--- config.mk ---
export PLATFORM = sky130hd
export DESIGN_NAME = multicycle_controller
export DESIGN_NICKNAME = d
export VERILOG_FILES = /design/src/rtl/riscv_ctrl_pkg.sv /design/src/rtl/multicycle_controller_alu_decoder.sv /design/src/rtl/multicycle_controller.sv
export SDC_FILE = /design/constraint.sdc
export NUM_CORES = 1
export LEC_CHECK = 0
export BUFFER_PORTS_ARGS = -buffer_cell sky130_fd_sc_hd__buf_2
export CAP_MARGIN = 5
export CORE_UTILIZATION = 54
export DETAILED_ROUTE_END_ITERATION = 8
export GPL_TIMING_DRIVEN = 0
export PLACE_DENSITY = 0.83
export SYNTH_ARGS = -nofsm -noshare
export SYNTH_HDL_FRONTEND = slang
export SYNTH_SLANG_ARGS = --single-unit
--- constraint.sdc ---
create_clock -name clk -period 3.2 [get_ports clk]
set_input_delay 0.32 -clock clk [delete_from_list [all_inputs] [get_ports clk]]
set_output_delay 0.32 -clock clk [all_outputs]
set_load 0.01 [all_outputs]
--- src/rtl/riscv_ctrl_pkg.sv ---
// Shared encodings for the multicycle RV32I controller: state enum, opcodes,
// ALU/immediate/mux select codes and the per-state control table.
// Optional build macro ILLEGAL_TRAP_EN adds the TRAP state.
package riscv_ctrl_pkg;

    typedef enum logic [3:0] {
        FETCH    = 4'd0,
        DECODE   = 4'd1,
        MEMADR   = 4'd2,
        MEMREAD  = 4'd3,
        MEMWB    = 4'd4,
        MEMWRITE = 4'd5,
        EXECUTER = 4'd6,
        EXECUTEI = 4'd7,
        ALUWB    = 4'd8,
        JAL      = 4'd9,
        JALR     = 4'd10,
        LINKWB   = 4'd11,
        BRANCH   = 4'd12,
        LUI      = 4'd13
`ifdef ILLEGAL_TRAP_EN
        , TRAP   = 4'd14
`endif
    } statetype_t;

    // Which operation the ALU performs in a given state
    typedef enum logic [1:0] {
        ALUCLS_ADD = 2'd0,
        ALUCLS_SUB = 2'd1,
        ALUCLS_R   = 2'd2,
        ALUCLS_I   = 2'd3
    } aluclass_t;

    localparam logic [6:0] OP_LOAD   = 7'b0000011;
    localparam logic [6:0] OP_STORE  = 7'b0100011;
    localparam logic [6:0] OP_RTYPE  = 7'b0110011;
    localparam logic [6:0] OP_ITYPE  = 7'b0010011;
    localparam logic [6:0] OP_JAL    = 7'b1101111;
    localparam logic [6:0] OP_JALR   = 7'b1100111;
    localparam logic [6:0] OP_BRANCH = 7'b1100011;
    localparam logic [6:0] OP_LUI    = 7'b0110111;
    localparam logic [6:0] OP_AUIPC  = 7'b0010111;

    localparam logic [3:0] ALU_ADD  = 4'b0000;
    localparam logic [3:0] ALU_SUB  = 4'b0001;
    localparam logic [3:0] ALU_AND  = 4'b0010;
    localparam logic [3:0] ALU_OR   = 4'b0011;
    localparam logic [3:0] ALU_XOR  = 4'b0100;
    localparam logic [3:0] ALU_SLT  = 4'b0101;
    localparam logic [3:0] ALU_SLTU = 4'b0110;
    localparam logic [3:0] ALU_SLL  = 4'b0111;
    localparam logic [3:0] ALU_SRL  = 4'b1000;
    localparam logic [3:0] ALU_SRA  = 4'b1001;

    localparam logic [2:0] IMM_I = 3'b000;
    localparam logic [2:0] IMM_S = 3'b001;
    localparam logic [2:0] IMM_B = 3'b010;
    localparam logic [2:0] IMM_J = 3'b011;
    localparam logic [2:0] IMM_U = 3'b100;

    localparam logic [1:0] SRCA_PC    = 2'b00;
    localparam logic [1:0] SRCA_OLDPC = 2'b01;
    localparam logic [1:0] SRCA_A     = 2'b10;

    localparam logic [1:0] SRCB_RS2  = 2'b00;
    localparam logic [1:0] SRCB_IMM  = 2'b01;
    localparam logic [1:0] SRCB_FOUR = 2'b10;

    localparam logic [1:0] RES_ALUOUT    = 2'b00;
    localparam logic [1:0] RES_DATA      = 2'b01;
    localparam logic [1:0] RES_ALURESULT = 2'b10;
    localparam logic [1:0] RES_IMMEXT    = 2'b11;

    // Moore control word; the branch PC enable is added outside this table
    typedef struct packed {
        logic       pcwrite;
        logic       adrsrc;
        logic       memwrite;
        logic       irwrite;
        logic [1:0] resultsrc;
        logic [1:0] alusrca;
        logic [1:0] alusrcb;
        logic       regwrite;
    } ctrl_t;

    function automatic ctrl_t state_ctrl(input statetype_t s);
        ctrl_t c;
        c = '0;
        case (s)
            FETCH: begin
                c.irwrite   = 1'b1;
                c.pcwrite   = 1'b1;
                c.alusrca   = SRCA_PC;
                c.alusrcb   = SRCB_FOUR;
                c.resultsrc = RES_ALURESULT;
            end
            DECODE: begin
                c.alusrca = SRCA_OLDPC;
                c.alusrcb = SRCB_IMM;
            end
            MEMADR: begin
                c.alusrca = SRCA_A;
                c.alusrcb = SRCB_IMM;
            end
            MEMREAD: begin
                c.adrsrc    = 1'b1;
                c.resultsrc = RES_ALUOUT;
            end
            MEMWB: begin
                c.resultsrc = RES_DATA;
                c.regwrite  = 1'b1;
            end
            MEMWRITE: begin
                c.adrsrc    = 1'b1;
                c.resultsrc = RES_ALUOUT;
                c.memwrite  = 1'b1;
            end
            EXECUTER: begin
                c.alusrca = SRCA_A;
                c.alusrcb = SRCB_RS2;
            end
            EXECUTEI: begin
                c.alusrca = SRCA_A;
                c.alusrcb = SRCB_IMM;
            end
            ALUWB: begin
                c.resultsrc = RES_ALUOUT;
                c.regwrite  = 1'b1;
            end
            JAL: begin
                c.alusrca   = SRCA_OLDPC;
                c.alusrcb   = SRCB_FOUR;
                c.resultsrc = RES_ALUOUT;
                c.pcwrite   = 1'b1;
            end
            JALR: begin
                c.alusrca   = SRCA_A;
                c.alusrcb   = SRCB_IMM;
                c.resultsrc = RES_ALURESULT;
                c.pcwrite   = 1'b1;
            end
            LINKWB: begin
                c.alusrca   = SRCA_OLDPC;
                c.alusrcb   = SRCB_FOUR;
                c.resultsrc = RES_ALURESULT;
                c.regwrite  = 1'b1;
            end
            BRANCH: begin
                c.alusrca   = SRCA_A;
                c.alusrcb   = SRCB_RS2;
                c.resultsrc = RES_ALUOUT;
            end
            LUI: begin
                c.resultsrc = RES_IMMEXT;
                c.regwrite  = 1'b1;
            end
            default: c = '0;
        endcase
        return c;
    endfunction

    function automatic aluclass_t state_aluclass(input statetype_t s);
        case (s)
            EXECUTER: return ALUCLS_R;
            EXECUTEI: return ALUCLS_I;
            BRANCH:   return ALUCLS_SUB;
            default:  return ALUCLS_ADD;
        endcase
    endfunction

    function automatic logic [2:0] imm_src(input logic [6:0] op);
        case (op)
            OP_STORE:         return IMM_S;
            OP_BRANCH:        return IMM_B;
            OP_JAL:           return IMM_J;
            OP_LUI, OP_AUIPC: return IMM_U;
            default:          return IMM_I;
        endcase
    endfunction

endpackage

--- src/rtl/multicycle_controller_alu_decoder.sv ---
// ALU operation decoder: fixed add/sub for address and compare states,
// funct3/funct7b5 decode for register and immediate arithmetic.
module alu_decoder
    import riscv_ctrl_pkg::*;
(
    input  logic       op5,
    input  logic [2:0] funct3,
    input  logic       funct7b5,
    input  aluclass_t  aluclass,
    output logic [3:0] alucontrol
);

    // Immediate forms never subtract: op5 is 0 for OP-IMM, so bit 30 of the immediate is ignored
    always_comb begin
        alucontrol = ALU_ADD;
        case (aluclass)
            ALUCLS_SUB: alucontrol = ALU_SUB;
            ALUCLS_R, ALUCLS_I: begin
                case (funct3)
                    3'b000:  alucontrol = (funct7b5 & op5) ? ALU_SUB : ALU_ADD;
                    3'b001:  alucontrol = ALU_SLL;
                    3'b010:  alucontrol = ALU_SLT;
                    3'b011:  alucontrol = ALU_SLTU;
                    3'b100:  alucontrol = ALU_XOR;
                    3'b101:  alucontrol = funct7b5 ? ALU_SRA : ALU_SRL;
                    3'b110:  alucontrol = ALU_OR;
                    default: alucontrol = ALU_AND;
                endcase
            end
            default: alucontrol = ALU_ADD;
        endcase
    end

endmodule

--- src/rtl/multicycle_controller.sv ---
// Sequencing FSM for the shared-memory multicycle RV32I datapath.
// Outputs are registered from the next-state decode so each state's controls
// appear in the same cycle the state is active; write enables are masked while
// reset is high. Define ILLEGAL_TRAP_EN to park unknown opcodes in TRAP.
module multicycle_controller
    import riscv_ctrl_pkg::*;
(
    input  logic       clk,
    input  logic       reset,
    input  logic [6:0] op,
    input  logic [2:0] funct3,
    input  logic       funct7b5,
    input  logic       Zero,
    input  logic       cout,
    input  logic       overflow,
    input  logic       sign,
    output logic       PCWrite,
    output logic       AdrSrc,
    output logic       MemWrite,
    output logic       IRWrite,
    output logic [1:0] ResultSrc,
    output logic [1:0] ALUSrcA,
    output logic [1:0] ALUSrcB,
    output logic [3:0] ALUControl,
    output logic [2:0] ImmSrc,
    output logic       RegWrite,
    output logic       illegal
);

    statetype_t state, next_state;
    ctrl_t      ctrl_q, ctrl_next;
    logic [3:0] alucontrol_q, alucontrol_next;
    logic       branch_taken;
`ifdef ILLEGAL_TRAP_EN
    logic       illegal_q;
`endif

    // Next-state selection; DECODE dispatches on the latched opcode
    always_comb begin
        next_state = FETCH;
        case (state)
            FETCH: next_state = DECODE;
            DECODE: begin
                case (op)
                    OP_LOAD, OP_STORE: next_state = MEMADR;
                    OP_RTYPE:          next_state = EXECUTER;
                    OP_ITYPE:          next_state = EXECUTEI;
                    OP_JAL:            next_state = JAL;
                    OP_JALR:           next_state = JALR;
                    OP_BRANCH:         next_state = BRANCH;
                    OP_LUI:            next_state = LUI;
                    OP_AUIPC:          next_state = ALUWB;
`ifdef ILLEGAL_TRAP_EN
                    default:           next_state = TRAP;
`else
                    default:           next_state = FETCH;
`endif
                endcase
            end
            MEMADR:   next_state = op[5] ? MEMWRITE : MEMREAD;
            MEMREAD:  next_state = MEMWB;
            EXECUTER: next_state = ALUWB;
            EXECUTEI: next_state = ALUWB;
            JAL:      next_state = ALUWB;
            JALR:     next_state = LINKWB;
`ifdef ILLEGAL_TRAP_EN
            TRAP:     next_state = TRAP;
`endif
            default:  next_state = FETCH;
        endcase
    end

    // Branch decision from the subtract flags of rs1 - rs2
    always_comb begin
        branch_taken = 1'b0;
        case (funct3)
            3'b000:  branch_taken = Zero;
            3'b001:  branch_taken = ~Zero;
            3'b100:  branch_taken = sign ^ overflow;
            3'b101:  branch_taken = ~(sign ^ overflow);
            3'b110:  branch_taken = ~cout;
            3'b111:  branch_taken = cout;
            default: branch_taken = 1'b0;
        endcase
    end

    assign ctrl_next = state_ctrl(next_state);

    alu_decoder u_alu_decoder (
        .op5        (op[5]),
        .funct3     (funct3),
        .funct7b5   (funct7b5),
        .aluclass   (state_aluclass(next_state)),
        .alucontrol (alucontrol_next)
    );

    // State register plus registered control word for the upcoming state
    always_ff @(posedge clk or posedge reset) begin
        if (reset) begin
            state        <= FETCH;
            ctrl_q       <= state_ctrl(FETCH);
            alucontrol_q <= ALU_ADD;
`ifdef ILLEGAL_TRAP_EN
            illegal_q    <= 1'b0;
`endif
        end else begin
            state        <= next_state;
            ctrl_q       <= ctrl_next;
            alucontrol_q <= alucontrol_next;
`ifdef ILLEGAL_TRAP_EN
            illegal_q    <= (next_state == TRAP);
`endif
        end
    end

    assign PCWrite    = ~reset & (ctrl_q.pcwrite | ((state == BRANCH) & branch_taken));
    assign IRWrite    = ~reset & ctrl_q.irwrite;
    assign RegWrite   = ~reset & ctrl_q.regwrite;
    assign MemWrite   = ~reset & ctrl_q.memwrite;
    assign AdrSrc     = ctrl_q.adrsrc;
    assign ResultSrc  = ctrl_q.resultsrc;
    assign ALUSrcA    = ctrl_q.alusrca;
    assign ALUSrcB    = ctrl_q.alusrcb;
    assign ALUControl = alucontrol_q;
    assign ImmSrc     = imm_src(op);
`ifdef ILLEGAL_TRAP_EN
    assign illegal    = illegal_q;
`else
    assign illegal    = 1'b0;
`endif

endmodule
==> summary.txt <==
Outcome
  • Status: finished clean

Floorplan
  • Die Area: 2470 um^2
  • Core area: 2040 um^2
  • DIE WIDTH: 49.7 um
  • Die span in y: 49.7 um
  • Initial core utilization: 60.2%
  • # rows: 16
  • Ports: 36

Yosys
  • Synth top cells by count: dfrtp_1, nand2_1, buf_4
  • Synth Area in Simple Gates: 24.0%
  • Register bit total from synthesis: 19
  • Area contributors post-synth: dfrtp_1, dfstp_2, buf_4
  • Library cells used by synthesis: 46
  • Post-synthesis sequential area ratio: 39.1%
  • Share of the synthesized area in the top cell type: 30.5%
  • Mux cell area share after synthesis: 1.63%
  • Synth Area in XOR/XNOR: 4.98%
  • Synth area leader: dfrtp_1
  • Most common cell in the netlist: dfrtp_1
  • Top FF cell, synth: dfrtp_1
  • Post-synthesis async set-or-reset flop share: 100%
  • Yosys warns: 0
  • Largest family of logic cells by synthesized area: simple AND/OR/NAND/NOR gates
  • Mapped cell area: 1230 um^2
  • Syn Area/Cell: 9.11 um^2
  • EDFF count, synth: 0
  • Compound-gate portion of the synthesized area: 17.4%
  • Syn nets: 152
  • Mapped Cells: 135
  • Post-Synth Adder-Cell Area: 0%

Global routing
  • Gr ovfl total: 0
  • Global-route wire length before repair: 4.17 mm
  • Vias in the first global route: 967
  • Initial antenna violation count: 0
  • Largest net degree at the start of global routing: 20
  • Total GRT Usage: 22.6%

STA
  • Min Hold Slack: 0.142 ns
  • Slew Viols, Final: 0
  • Relative slew slack: 55.1%
  • Fin. Hold Viols: 0
  • Fmax: 518 MHz
  • Finish-stage setup viols: 0
  • Tightest Pin Transition: 0.673 ns
  • Crit path time final: 1.93 ns
  • RSZ-0062 raised after global routing: no
  • Skew final: 0.00908 ns
  • Period utilisation layout: 60.3%
  • Final TNS setup: 0 ns

Drt
  • Highest metal used: met4
  • Initial DRC Count: 25
  • WL met3: 188 um
  • Residual DRC: 0
  • Routed WL: 2.51 mm
  • Via/cell ratio: 5.67
  • WL met2: 1.21 mm
  • Drt wl/cell: 13.0 um
  • Routed length on met1: 1.05 mm
  • Final ANT Viol Nets: 0
  • DR pass1 iterations: 4
  • Vias post-DR: 1,095

Power and ir drop
  • Pwr dens: 540 nW/um^2
  • Leak: 0.747 nW
  • Max rail drop VDD: 0.434 mV

Placed design
  • Gpl congestion: 0.891
  • IO Port Bufs: 27
  • Dpl hpwl: 1.89 mm

Clocking
  • Post-CTS setup buffer count: 0
  • Bufs on Longest Clock Path: 2
  • Root Driver: clkbuf_4
  • CTS Buf Count: 3
  • Clock transition at the registers of the reported paths: 0.10 ns
  • Post-cts resize count: 0
  • CTS tree: done
  • CTS Hold Bufs: 0
  • H-Tree Depth: 1
  • CTS sink cnt: 19
  • Clock Latency Late Sink: 0.30 ns

Min path
  • HP Class: primary input to async pin

Finish
  • Share of layout cells above drive strength 1: 34.3%
  • # fillers: 173
  • Multi-input logic area: 594 um^2
  • Register area: 480 um^2
  • Final core utilization: 69.8%
  • Diode count: 0
  • Final net count: 184
  • Area Overhead vs Synth: 15.9%

Setup path
  • Worst-path fanout max: 10
  • CP top delay family: compound AO/OA/AOI/OAI gates
  • CP Data Required Time: 3.41 ns
  • R2R Setup Slk: 1.27 ns
  • Crit Reg-Reg Startpoint: state[0]
  • Worst Reg-to-Reg Cells: 7
  • Setup Crit Path Kind: flop to flop
  • CP max-delay cell: dfrtp_1
  • CP max stage delay: 0.37 ns
  • CP Cell Sequence: buf_2 > xor2_1 > a211o_1 > o211a_1 > buf_4 > xnor2_1 > a211oi_1
  • Worst Path Buf+Inv: 2
  • RR Endpoint: ctrl_q[10]
  • Arrival time worst endpoint: 2.14 ns
  • Startpoint Class: flop
  • Worst Setup End Kind: flop

Run
  • Maxcap violations: 0
==> worst register-to-register path, delay by kind of cell, from the launching register on <==
family | cells | cell delay (ns)
AO/OA/AOI/OAI | 3 | 0.81
XOR/XNOR | 2 | 0.31
buffers and inverters | 2 | 0.35
flip-flops | 1 | 0.37
==> per-layer routing <==
layer | global-route usage [%] | vias up
met5 | 0 | -
met4 | 11.4 | 0
met3 | 4.94 | 6
met2 | 37.4 | 49
met1 | 27.4 | 507
li1 | - | 533
==> worst max path at each step <==
stage / start / endpoint / slack [ns] / cells past startpoint
6_report: state[0] / ctrl_q[10] / 1.27 / 7
5_1_grt: state[1] / ctrl_q[10] / 1.19 / 7
2_1_floorplan: op[3] / ImmSrc[0] / 1.36 / 3
3_5_place_dp: state[1] / ctrl_q[10] / 1.31 / 7
4_1_cts: state[1] / ctrl_q[10] / 1.28 / 7
3_3_place_gp: state[1] / ctrl_q[10] / 1.33 / 7
==> report_power, final <==
group          switching (W)  internal (W)
Sequential         0.0000126      0.000312
Clock              0.0000705     0.0000486
Combinational       0.000180      0.000145
==> sequential cells by signal (all words and copies together) (netlist names) <==
signal      count
ALUControl      4
ALUSrcB         2
ctrl_q          4
state           4
AdrSrc          1
ResultSrc       2
ALUSrcA         2
==> cell type report <==
class	count	share of cell area, %
plain buffers	20	9.04
clock buffers	4	1.84
inverters	7	1.84
multi-input cells	89	41.7
flip-flops and latches	19	33.7
well taps	27	2.37
repair buffers	27	9.48
==> through the flow <==
stage / power [W] / cells / instance area [um^2] / setup slack (ns)
finish: 0.000769 / 193 / 1430 / 1.27
global route: 0.000825 / 193 / 1430 / 1.19
CTS: 0.000772 / 193 / 1430 / 1.28
detailed placement: 0.000654 / 189 / 1400 / 1.31
global placement: 0.000643 / 189 / 1400 / 1.33
floorplan: 0.000570 / 135 / 1230 / 1.36
==> kinds of logic after synthesis <==
kind of cell / count (synthesis)
other: 1
multiplexers: 2
buffers and inverters: 27
flip-flops: 19
AO/OA/AOI/OAI: 28
AND/OR/NAND/NOR: 51
XOR/XNOR: 7
==> cell usage in the layout, fill, tap and decap left out, types with 2 or more instances in the layout <==
cell type / count
clkbuf_1: 4
nor2_1: 6
or3b_1: 2
buf_4: 8
dfrtp_1: 15
nand2b_1: 3
and2_1: 2
nor3_1: 6
clkbuf_4: 3
nand3b_1: 2
nor4_1: 2
a211o_1: 2
mux2i_1: 2
nor2b_1: 4
inv_1: 6
buf_6: 2
nand2_1: 11
buf_2: 34
nand3_1: 5
a211oi_1: 3
dfstp_2: 4
o21ai_0: 3
xor2_1: 5
o211ai_1: 3
a21oi_1: 6
xnor2_1: 2
Power figures use the tool's default switching activity.
